File: config.mk
export PLATFORM = sky130hd
export DESIGN_NAME = data_mem_bridge
export DESIGN_NICKNAME = d
export VERILOG_FILES = /design/src/rtl/data_mem_bridge_pkg.sv /design/src/rtl/dmem_store_buf.sv /design/src/rtl/data_mem_bridge.sv
export SDC_FILE = /design/constraint.sdc
export NUM_CORES = 1
export LEC_CHECK = 0
export ABC_CLOCK_PERIOD_IN_PS = 1390
export CAP_MARGIN = 20
export CORE_MARGIN = 10
export CORE_UTILIZATION = 35
export CTS_BUF_LIST = sky130_fd_sc_hd__clkbuf_8 sky130_fd_sc_hd__clkbuf_16
export CTS_CLUSTER_DIAMETER = 150
export DETAILED_ROUTE_END_ITERATION = 6
export PLACE_DENSITY = 0.74
export SETUP_SLACK_MARGIN = 0.5
export SYNTH_ARGS = -nofsm -noshare
export SYNTH_HDL_FRONTEND = slang
export SYNTH_SLANG_ARGS = --single-unit
File: constraint.sdc
create_clock -name clk -period 1.39 [get_ports clk]
set_input_delay 0.2085 -clock clk [delete_from_list [all_inputs] [get_ports clk]]
set_output_delay 0.2085 -clock clk [all_outputs]
set_load 0.05 [all_outputs]
File: src/rtl/data_mem_bridge_pkg.sv
// rtl/data_mem_bridge_pkg.sv - shared types and constants for the data-memory bus bridge
package data_mem_bridge_pkg;

  localparam int BUS_ADDR_W = 32;
  localparam int BUS_DATA_W = 32;

  typedef enum logic [2:0] {
    ST_IDLE  = 3'd0,
    ST_REQ   = 3'd1,
    ST_WAIT  = 3'd2,
    ST_DONE  = 3'd3,
    ST_DRAIN = 3'd4
  } state_e;

  typedef struct packed {
    logic [BUS_ADDR_W-1:0] addr;
    logic [3:0]            sel;
    logic                  we;
    logic [BUS_DATA_W-1:0] data;
  } mem_req_t;

  function automatic logic [BUS_ADDR_W-1:0] word_align(input logic [BUS_ADDR_W-1:0] a);
    return {a[BUS_ADDR_W-1:2], 2'b00};
  endfunction

endpackage

File: src/rtl/dmem_store_buf.sv
// rtl/dmem_store_buf.sv - one-entry posted store buffer for the data-memory bridge
module dmem_store_buf
  import data_mem_bridge_pkg::*;
(
  input  logic     clk,
  input  logic     rst,
  input  logic     push_i,
  input  mem_req_t push_req_i,
  input  logic     pop_i,
  output logic     valid_o,
  output mem_req_t req_o
);

  logic     valid_q;
  mem_req_t req_q;

  // Push and pop are never requested together: a push only happens with the buffer empty.
  always_ff @(posedge clk) begin
    if (rst) begin
      valid_q <= 1'b0;
      req_q   <= '0;
    end else if (push_i) begin
      valid_q <= 1'b1;
      req_q   <= push_req_i;
    end else if (pop_i) begin
      valid_q <= 1'b0;
    end
  end

  assign valid_o = valid_q;
  assign req_o   = req_q;

endmodule

File: src/rtl/data_mem_bridge.sv
// rtl/data_mem_bridge.sv - memory-stage request to split-handshake data bus bridge
// Optional posted store buffer enabled by defining DMEM_STORE_BUF_EN.
module data_mem_bridge
  import data_mem_bridge_pkg::*;
#(
  parameter int ADDR_W = BUS_ADDR_W,
  parameter int DATA_W = BUS_DATA_W
) (
  input  logic              clk,
  input  logic              rst,
  input  logic              mem_ce_i,
  input  logic              mem_we_i,
  input  logic [ADDR_W-1:0] mem_addr_i,
  input  logic [3:0]        mem_sel_i,
  input  logic [DATA_W-1:0] mem_data_i,
  input  logic              flush_i,
  output logic [DATA_W-1:0] mem_rdata_o,
  output logic              stallreq_o,
  output logic              req_o,
  output logic              wr_o,
  output logic [ADDR_W-1:0] addr_o,
  output logic [3:0]        wstrb_o,
  output logic [DATA_W-1:0] wdata_o,
  input  logic              addr_ok_i,
  input  logic              data_ok_i,
  input  logic [DATA_W-1:0] rdata_i
);

  state_e            state_q, state_d;
  logic              cancel_q, cancel_d;
  mem_req_t          req_q, req_d;
  logic [DATA_W-1:0] rdata_q, rdata_d;
  logic              stall;
  logic              buf_valid;
  mem_req_t          bus_req;

`ifdef DMEM_STORE_BUF_EN
  localparam bit POST_STORES = 1'b1;

  logic     buf_push, buf_pop;
  mem_req_t buf_req, push_req;

  assign push_req = '{addr: mem_addr_i, sel: mem_sel_i, we: 1'b1, data: mem_data_i};
  assign buf_push = (state_q == ST_IDLE) && mem_ce_i && mem_we_i && !flush_i;
  assign buf_pop  = (state_q == ST_DRAIN) && data_ok_i;

  dmem_store_buf u_store_buf (
    .clk        (clk),
    .rst        (rst),
    .push_i     (buf_push),
    .push_req_i (push_req),
    .pop_i      (buf_pop),
    .valid_o    (buf_valid),
    .req_o      (buf_req)
  );

  // While a drain is in flight the bus carries the buffered store.
  assign bus_req = buf_valid ? buf_req : req_q;
`else
  localparam bit POST_STORES = 1'b0;

  assign buf_valid = 1'b0;
  assign bus_req   = req_q;
`endif

  always_ff @(posedge clk) begin
    if (rst) begin
      state_q  <= ST_IDLE;
      cancel_q <= 1'b0;
      req_q    <= '0;
      rdata_q  <= '0;
    end else begin
      state_q  <= state_d;
      cancel_q <= cancel_d;
      req_q    <= req_d;
      rdata_q  <= rdata_d;
    end
  end

  always_comb begin
    state_d  = state_q;
    cancel_d = cancel_q;
    req_d    = req_q;
    rdata_d  = rdata_q;
    stall    = 1'b0;
    case (state_q)
      ST_IDLE: begin
        if (mem_ce_i && !flush_i) begin
          state_d = ST_REQ;
          if (!(POST_STORES && mem_we_i)) begin
            req_d = '{addr: mem_addr_i, sel: mem_sel_i, we: mem_we_i, data: mem_data_i};
            stall = 1'b1;
          end
        end
      end
      ST_REQ: begin
        stall = mem_ce_i;
        // A flush never cancels a buffered store.
        if (flush_i && !buf_valid) cancel_d = 1'b1;
        if (addr_ok_i) state_d = buf_valid ? ST_DRAIN : ST_WAIT;
      end
      ST_WAIT: begin
        stall = mem_ce_i;
        if (flush_i) cancel_d = 1'b1;
        if (data_ok_i) begin
          if (cancel_q || flush_i) begin
            cancel_d = 1'b0;
            state_d  = ST_IDLE;
          end else begin
            if (!req_q.we) rdata_d = rdata_i;
            state_d = ST_DONE;
          end
        end
      end
      ST_DONE: state_d = ST_IDLE;
      ST_DRAIN: begin
        stall = mem_ce_i;
        if (data_ok_i) state_d = ST_IDLE;
      end
      default: state_d = ST_IDLE;
    endcase
    if (flush_i) stall = 1'b0;
  end

  assign stallreq_o  = stall && !rst;
  assign req_o       = (state_q == ST_REQ) && !rst;
  assign wr_o        = bus_req.we;
  assign addr_o      = word_align(bus_req.addr);
  assign wstrb_o     = bus_req.sel;
  assign wdata_o     = bus_req.data;
  assign mem_rdata_o = rdata_q;

endmodule

==> results by group, run 1 <==
Outcome
  – Status: finished with violations
  – Violated checks: setup timing

Pwr
  – Power Density: about 1200 nW/um2
  – Seq pwr share: 0.285
  – Sw Ratio: 0.394
  – Static Leak: between 4 and 5 nW
  – VDD IR max: approximately 0.00096 V
  – Switching pwr: about 0.0050 W
  – Combinational share of power: 0.570
  – Clock share of power: 0.146
  – P_int: roughly 0.0077 W

Timing
  – Min Tclk post-route: between 1.5 and 2 ns
  – Worst-Margin Slew: roughly 0.56 ns
  – Final Slew Violations: 0
  – Setup Skew: approximately 0.011 ns
  – Hold Slack: 0.114 ns
  – Slew HR: 0.626
  – RSZ-0062 raised after global routing: yes
  – Fmax: ~530 MHz
  – Crit share post-route: 1.36
  – Hold Vio Cnt, Final: 0
  – # setup viols final: about 100
  – Worst setup margin: -0.506 ns

Clock tree
  – Worst-path clk slew: 0.10 ns
  – CTS buffer count: 9
  – Clock latency on the worst-skew pair: between 0.3 and 0.4 ns
  – Clock sink count: between 100 and 150
  – Cts-stage hold buffer count: 0
  – Clock Path Buffers: 2
  – CTS tree: done
  – H-tree levels: 3
  – Root Driver: clkbuf_8

Drt
  – Final ANT Viol Nets: 0
  – Drt first pass iters: 5
  – Routed WL: 27800 um
  – Routed length per placed instance: 30.2 um
  – Vias/cell: a little under 6
  – Drt drc: 0
  – Total number of vias: about 5.4k
  – Detailed router's first-iteration violation count: about 460

Worst setup path
  – CP top delay family: buffers and inverters
  – Worst endpoint required time: 1.69 ns
  – Worst path cell trace: inv_2, buf_6, ha_4, buf_4, and3b_4, buf_6, buf_12, buf_16, nand2_4, a21oi_2
  – Worst path slowest cell: dfxtp_2
  – Buf+Inv Stages, Crit Path: 6
  – Levels on crit path: 10
  – Cell depth of the worst flop-to-flop path: 10
  – Largest fanout on the critical path: 8
  – CP peak stage delay: 0.35 ns
  – WS Path Type: reg2reg
  – Critical Path End Type: flop
  – Arrival @ worst endpoint: 2.20 ns
  – Critical path launch point type: flop
  – Cell mode on critical path: buf_6

Floorplanning
  – I/O Pins: 210
  – Initial Util: 0.354
  – Die area: between 15000 and 20000 um2
  – Die height: around 120 um
  – Core Box Area: between 10000 and 15000 um2
  – Row cnt: 38
  – Die width: between 100 and 150 um

Hold path
  – Hold depth: 2
  – HP Class: in2reg

Cells and area
  – NumNets Final: 884
  – P&R area growth vs syn: 168%
  – Layout cells sized above 1: 0.753
  – Final Non-Filler Cells: 920
  – Cell area after layout: between 10000 and 15000 um2

Placed design
  – # port buffers: ~210
  – Post-DP Area: about 7000 um2
  – Final Wtd Congestion: around 0.78
  – Cells after DPL: around 790
  – Post-detailed-placement half-perimeter wirelength: between 10000 and 15000 um

Logic synthesis
  – Synth unique cells: 29
  – Post-synthesis mux area share: 0
  – Synth Area in XOR/XNOR: 0
  – Compound-Gate Fraction of Synth Area: 0.188
  – Flops & latches, synth: approximately 100
  – Syn avg cell area: a little over 8 um2
  – Post-synthesis cell count: around 470
  – Sequential area share after synthesis: 0.534
  – Synth Area in Adders: 0.0131
  – Post-Synth Simple-Gate Area: 0.202
  – Main combinational cell family by area after synthesis: simple AND/OR/NAND/NOR gates
  – Post-synthesis cell area: roughly 3800 um2
  – Synth Warn #: 0

GRT
  – Initial antenna violation count: 2
  – GRT overflow: 0
  – Largest net degree at the start of global routing: 78
  – Vias in the first global route: 5184
  – Global-route wire length before repair: 31300 um
  – Gr usage total: 0.254

Run
  – Max_cap viols: 0
what timing repair did:
| item | CTS | global route |
|---|---|---|
| resized for setup | 349 | 172 |
| cloned | 23 | 1 |
| endpoints found under the hold margin | 0 | 0 |
| setup buffers | 47 | 39 |
| endpoints found under the setup margin | 203 | 203 |
| pin swaps | 50 | 59 |
stage by stage:
stage	total power, W	utilization	TNS (ns)	worst slack [ns]
5_1_grt	0.0130	0.950	-43.55	-0.544
4_1_cts	0.0112	0.851	-14.60	-0.396
3_5_place_dp	0.00724	0.656	-16.62	-0.338
2_1_floorplan	0.00541	-	-3.20	-0.130
6_report	0.0128	0.950	-40.99	-0.506
3_3_place_gp	0.00714	0.656	-13.90	-0.270
cells in the mapped netlist:
library cell  count  area (um2)
clkbuf_1         15        56.3
a22o_1            1        8.76
and3b_1           1        8.76
a2111oi_0         2        17.5
a211o_1           1        8.76
conb_1            1        3.75
or3b_4            1        11.3
buf_4             7        52.6
buf_1             2        7.51
nor2b_1           4        25.0
a311oi_1          1        8.76
nor4b_1           1        8.76
a221oi_1          1        8.76
o21ai_0          27         135
o21ai_1           5        25.0
nand2b_4          1        13.8
nor2_1            2        7.51
a21oi_1         101         505
nor4_1            1        6.26
nor3b_2           1        12.5
buf_6             3        33.8
inv_1             3        11.3
nand2_1         135         507
nand3b_1          1        7.51
nand2b_1          1        6.26
buf_2            15        75.1
dfxtp_1         102        2040
nand3_1          32         160
ha_1              4        50.1
kinds of logic (layout without fill, tap and decap cells):
group | Yosys count | count (layout)
fa+ha+maj | 4 | 4
simple gates | 181 | 185
flops | 102 | 102
compound gates | 139 | 139
buf+inv | 45 | 346
other cells | 1 | 4
power groups by stage:
stage | registers (W) | logic (W) | clock network [W]
floorplan | 0.00425 | 0.00116 | 0
global placement | 0.00353 | 0.00361 | 0
detailed placement | 0.00355 | 0.00369 | 0
CTS | 0.00357 | 0.00580 | 0.00181
global route | 0.00364 | 0.00739 | 0.00197
finish | 0.00363 | 0.00727 | 0.00186
worst paths after layout:
kind | slack (ns) | startpoint | endpoint
min reg2reg | 0.49 | wdata_o[9] | wdata_o[9]
max | -0.51 | state_q[0] | addr_o[23]
max reg2reg | -0.51 | state_q[0] | addr_o[23]
min | 0.11 | rst | wr_o
area by class of cell:
type	instances	area, um2
multi-input combinational	330	2940
timing repair buffer	327	4720
antenna	2	5.00
fill	228	542
clock inverter	4	15.0
tap	140	175
inverter	3	13.8
sequential	102	2220
clock buffer	12	165
routing by layer:
layer  global-route usage  part of all wire
met1                0.263              0.35
met2                0.453              0.51
met3               0.0847             0.080
met4                0.116             0.057
met5                    0                 0
worst reg2reg max path, delay by kind of cell, from the launching register on:
| family | cells | cell delay (ns) |
|---|---|---|
| AOI/OAI and AO/OA | 1 | 0.20 |
| adders and majority gates | 1 | 0.15 |
| buffers and inverters | 6 | 0.72 |
| DFF | 1 | 0.35 |
| and+or+nand+nor | 2 | 0.38 |
placed cells by master, fill, tap and decap left out, drive strengths merged:
| cell type | instances |
|---|---|
| buf | 223 |
| nand2 | 135 |
| clkdlybuf4s50 | 103 |
| dfxtp | 102 |
| a21oi | 101 |
| nand3 | 32 |
| o21ai | 32 |
| clkbuf | 13 |
| inv | 7 |
| or3b | 5 |
| ha | 4 |
| nor2b | 4 |
| diode | 2 |
| conb | 2 |
| nand2b | 2 |
| nor2 | 2 |
| a2111oi | 2 |
| nor4 | 1 |
| and3b | 1 |
| nand3b | 1 |
| nor3b | 1 |
| a211o | 1 |
| a22o | 1 |
| a311oi | 1 |
| nor4b | 1 |
| a221oi | 1 |
registers in the layout, summed over array words and instances, names as in the netlist:
name and cells:
mem_rdata_o 32, addr_o 30, cancel_q 1, state_q 2, wdata_o 32, wstrb_o 4
wr_o 1
Power figures use the tool's default switching activity.
==> run 2, diff against run 1 <==
CORE_MARGIN = 5   (was 10)
SLEW_MARGIN = 20   (was not set)
==> results by group, run 2 (synthesis results as in run 1) <==
GRT
  – Gr usage total: 0.261 (was 0.254)
  – GRT overflow: 0 (unchanged)
  – Vias in the first global route: 4891 (was 5184)
  – Initial antenna violation count: 1 (was 2)
  – Largest net degree at the start of global routing: 53 (was 78)
  – Global-route wire length before repair: 26500 um (was 31300 um)

Drt
  – Final ANT Viol Nets: 0 (unchanged)
  – Drt first pass iters: 4 (was 5)
  – Total number of vias: 4631 (was 5356)
  – Drt drc: 0 (unchanged)
  – Routed WL: 19700 um (was 27800 um)
  – Vias/cell: 5.30 (was 5.82)
  – Detailed router's first-iteration violation count: 253 (was 464)
  – Routed length per placed instance: 22.6 um (was 30.2 um)

Floorplanning
  – Initial Util: 0.354 (unchanged)
  – Die area: 13100 um2 (was 15500 um2)
  – Die height: 115 um (was 125 um)
  – Row cnt: 38 (unchanged)
  – I/O Pins: 210 (unchanged)
  – Core Box Area: 10800 um2 (unchanged)
  – Die width: 115 um (was 125 um)

Pwr
  – Static Leak: 3.67 nW (was 4.00 nW)
  – Combinational share of power: 0.504 (was 0.570)
  – VDD IR max: 0.000818 V (was 0.000957 V)
  – Sw Ratio: 0.375 (was 0.394)
  – P_int: 0.00729 W (was 0.00772 W)
  – Switching pwr: 0.00438 W (was 0.00503 W)
  – Seq pwr share: 0.307 (was 0.285)
  – Clock share of power: 0.189 (was 0.146)
  – Power Density: 1230 nW/um2 (was 1240 nW/um2)
  – Final Power: 0.0117 W (was 0.0128 W)

Worst setup path
  – Largest fanout on the critical path: 2 (was 8)
  – Cell depth of the worst flop-to-flop path: 10 (unchanged)
  – CP top delay family: flip-flops (was buffers and inverters)
  – Buf+Inv Stages, Crit Path: 3 (was 6)
  – WS Path Type: reg2out (was reg2reg)
  – Reg2reg setup slack: -0.37 ns (was -0.51 ns)
  – Worst reg2reg path startpoint: state_q[0] (unchanged)
  – R2r endpoint: mem_rdata_o[1] (was addr_o[23])
  – Worst path cell trace: inv_2, buf_6, ha_4, nor2_2, nor4_4, buf_12 (was inv_2, buf_6, ha_4, buf_4, and3b_4, buf_6, buf_12, buf_16, nand2_4, a21oi_2)
  – CP peak stage delay: 0.35 ns (about the same)
  – Arrival @ worst endpoint: 1.56 ns (was 2.20 ns)
  – Critical Path End Type: primary output (was flop)
  – Worst endpoint required time: 1.18 ns (was 1.69 ns)
  – Critical path launch point type: flop (unchanged)
  – Worst path slowest cell: dfxtp_2 (unchanged)

Timing
  – RSZ-0062 raised after global routing: yes (unchanged)
  – Final Slew Violations: 0 (unchanged)
  – Worst setup margin: -0.377 ns (was -0.506 ns)
  – # setup viols final: 103 (was 104)
  – Fmax: 566 MHz (was 527 MHz)
  – Hold Vio Cnt, Final: 0 (unchanged)
  – Min Tclk post-route: 1.77 ns (was 1.90 ns)
  – Setup TNS: -27.32 ns (was -40.99 ns)
  – Setup Skew: 0.0152 ns (was 0.0107 ns)
  – Slew HR: 0.401 (was 0.626)
  – Crit share post-route: 1.27 (was 1.36)
  – Worst-Margin Slew: 0.898 ns (was 0.561 ns)

Cells and area
  – Util after Layout: 0.881 (was 0.950)
  – Commonest non-fill, non-tap cells in the layout: 110 x buf_12, 103 x clkdlybuf4s50_1, 94 x a21oi_2, 94 x dfxtp_2, 68 x nand2_1 (was 120 x buf_12, 103 x clkdlybuf4s50_1, 87 x a21oi_2)
  – NumNets Final: 838 (was 884)
  – Most common cell after layout, fill and taps aside: buf_12 (unchanged)
  – Reg area: 2190 um2 (was 2220 um2)
  – Layout cells sized above 1: 0.698 (was 0.753)
  – Multi-input gate area: 2800 um2 (was 2940 um2)
  – Cell area after layout: 9510 um2 (was 10300 um2)
  – P&R area growth vs syn: 149% (was 168%)
  – Layout fillers: 474 (was 228)

Placed design
  – DP Worst Slack: -0.335 ns (was -0.338 ns)
  – # port buffers: 205 (unchanged)
  – Final Wtd Congestion: 0.820 (was 0.780)
  – Post-DP Area: 7090 um2 (was 7080 um2)
  – Post-detailed-placement half-perimeter wirelength: 9600 um (was 10400 um)

Clock tree
  – Clock sink count: 102 (unchanged)
  – CTS tree: done (unchanged)
  – CTS buffer count: 9 (unchanged)
  – Cts-stage hold buffer count: 0 (unchanged)
  – Worst-path clk slew: 0.10 ns (about the same)
  – H-tree levels: 3 (unchanged)
  – Root Driver: clkbuf_8 (unchanged)
  – Clock latency on the worst-skew pair: 0.37 ns (was 0.39 ns)
  – Clock Path Buffers: 2 (unchanged)

Outcome
  – Violated checks: setup timing (unchanged)
  – Status: finished with violations (unchanged)

Hold path
  – Hold path start: rst (unchanged)
  – Hold Crit Endpoint: state_q[1] (was wr_o)
  – HP Class: in2reg (unchanged)
  – Hold depth: 2 (unchanged)

Run
  – Max_cap viols: 0 (unchanged)
-- run 2: changes by cell type in the layout (fill, tap and decap cells not counted), sizes merged --
cell,before,now
buf,223,178
diode,2,1
bufinv,0,2
inv,7,6
clkinv,0,1
clkbuf,13,10
-- run 2: worst reg2reg max path: stages (launching register included) --
cell and delay [ns]:
dfxtp_2 0.34, inv_2 0.06, buf_4 0.11, buf_6 0.09, ha_4 0.17, buf_6 0.11
nor3b_4 0.23, buf_12 0.18, buf_12 0.16, nand3_4 0.08, a21oi_2 0.16
-- run 2: cell type report --
| cell class | instances | share of cell area |
|---|---|---|
| repair buffers | 281 | 0.431 |
| multi-input cells | 330 | 0.295 |
| flip-flops and latches | 102 | 0.230 |
| well taps | 140 | 0.0184 |
| clock buffers | 10 | 0.0145 |
| clock inverters | 6 | 0.00960 |
| inverters | 3 | 0.00145 |
| diodes | 1 | 0.000263 |
-- run 2: power by group through the flow --
stage / clock network, W / registers, W / logic, W
2_1_floorplan: 0 / 0.00425 / 0.00116
3_3_place_gp: 0 / 0.00353 / 0.00361
3_5_place_dp: 0 / 0.00355 / 0.00368
4_1_cts: 0.00221 / 0.00356 / 0.00529
5_1_grt: 0.00234 / 0.00362 / 0.00608
6_report: 0.00220 / 0.00359 / 0.00588
-- run 2: metal layers --
metal,up-vias,GRT usage,part of all wire
met5,-,0,0
met4,0,0.124,0.037
met3,49,0.0703,0.071
met2,204,0.492,0.55
met1,2273,0.264,0.35
li1,2105,-,-
-- run 2: what timing repair did --
item,in CTS,in global routing
setup buffers,31,11
gates resized for setup,322,126
setup endpoints to repair,203,203
pin swaps,14,55
gates cloned,18,1
-- run 2: how the worst max path moves through the flow --
| stage | start | endpoint | depth (start not counted) |
|---|---|---|---|
| 3_3_place_gp | flush_i | mem_rdata_o[28] | 4 |
| 5_1_grt | state_q[0] | stallreq_o | 6 |
| 2_1_floorplan | state_q[0] | stallreq_o | 4 |
| 6_report | state_q[0] | stallreq_o | 6 |
| 3_5_place_dp | flush_i | mem_rdata_o[28] | 4 |
| 4_1_cts | state_q[0] | stallreq_o | 6 |
-- run 2: metrics by stage --
stage / cells / hold slack (ns)
2_1_floorplan: 473 / 0.324
3_3_place_gp: 795 / 0.479
3_5_place_dp: 795 / 0.486
4_1_cts: 860 / 0.105
5_1_grt: 873 / 0.0969
6_report: 873 / 0.113
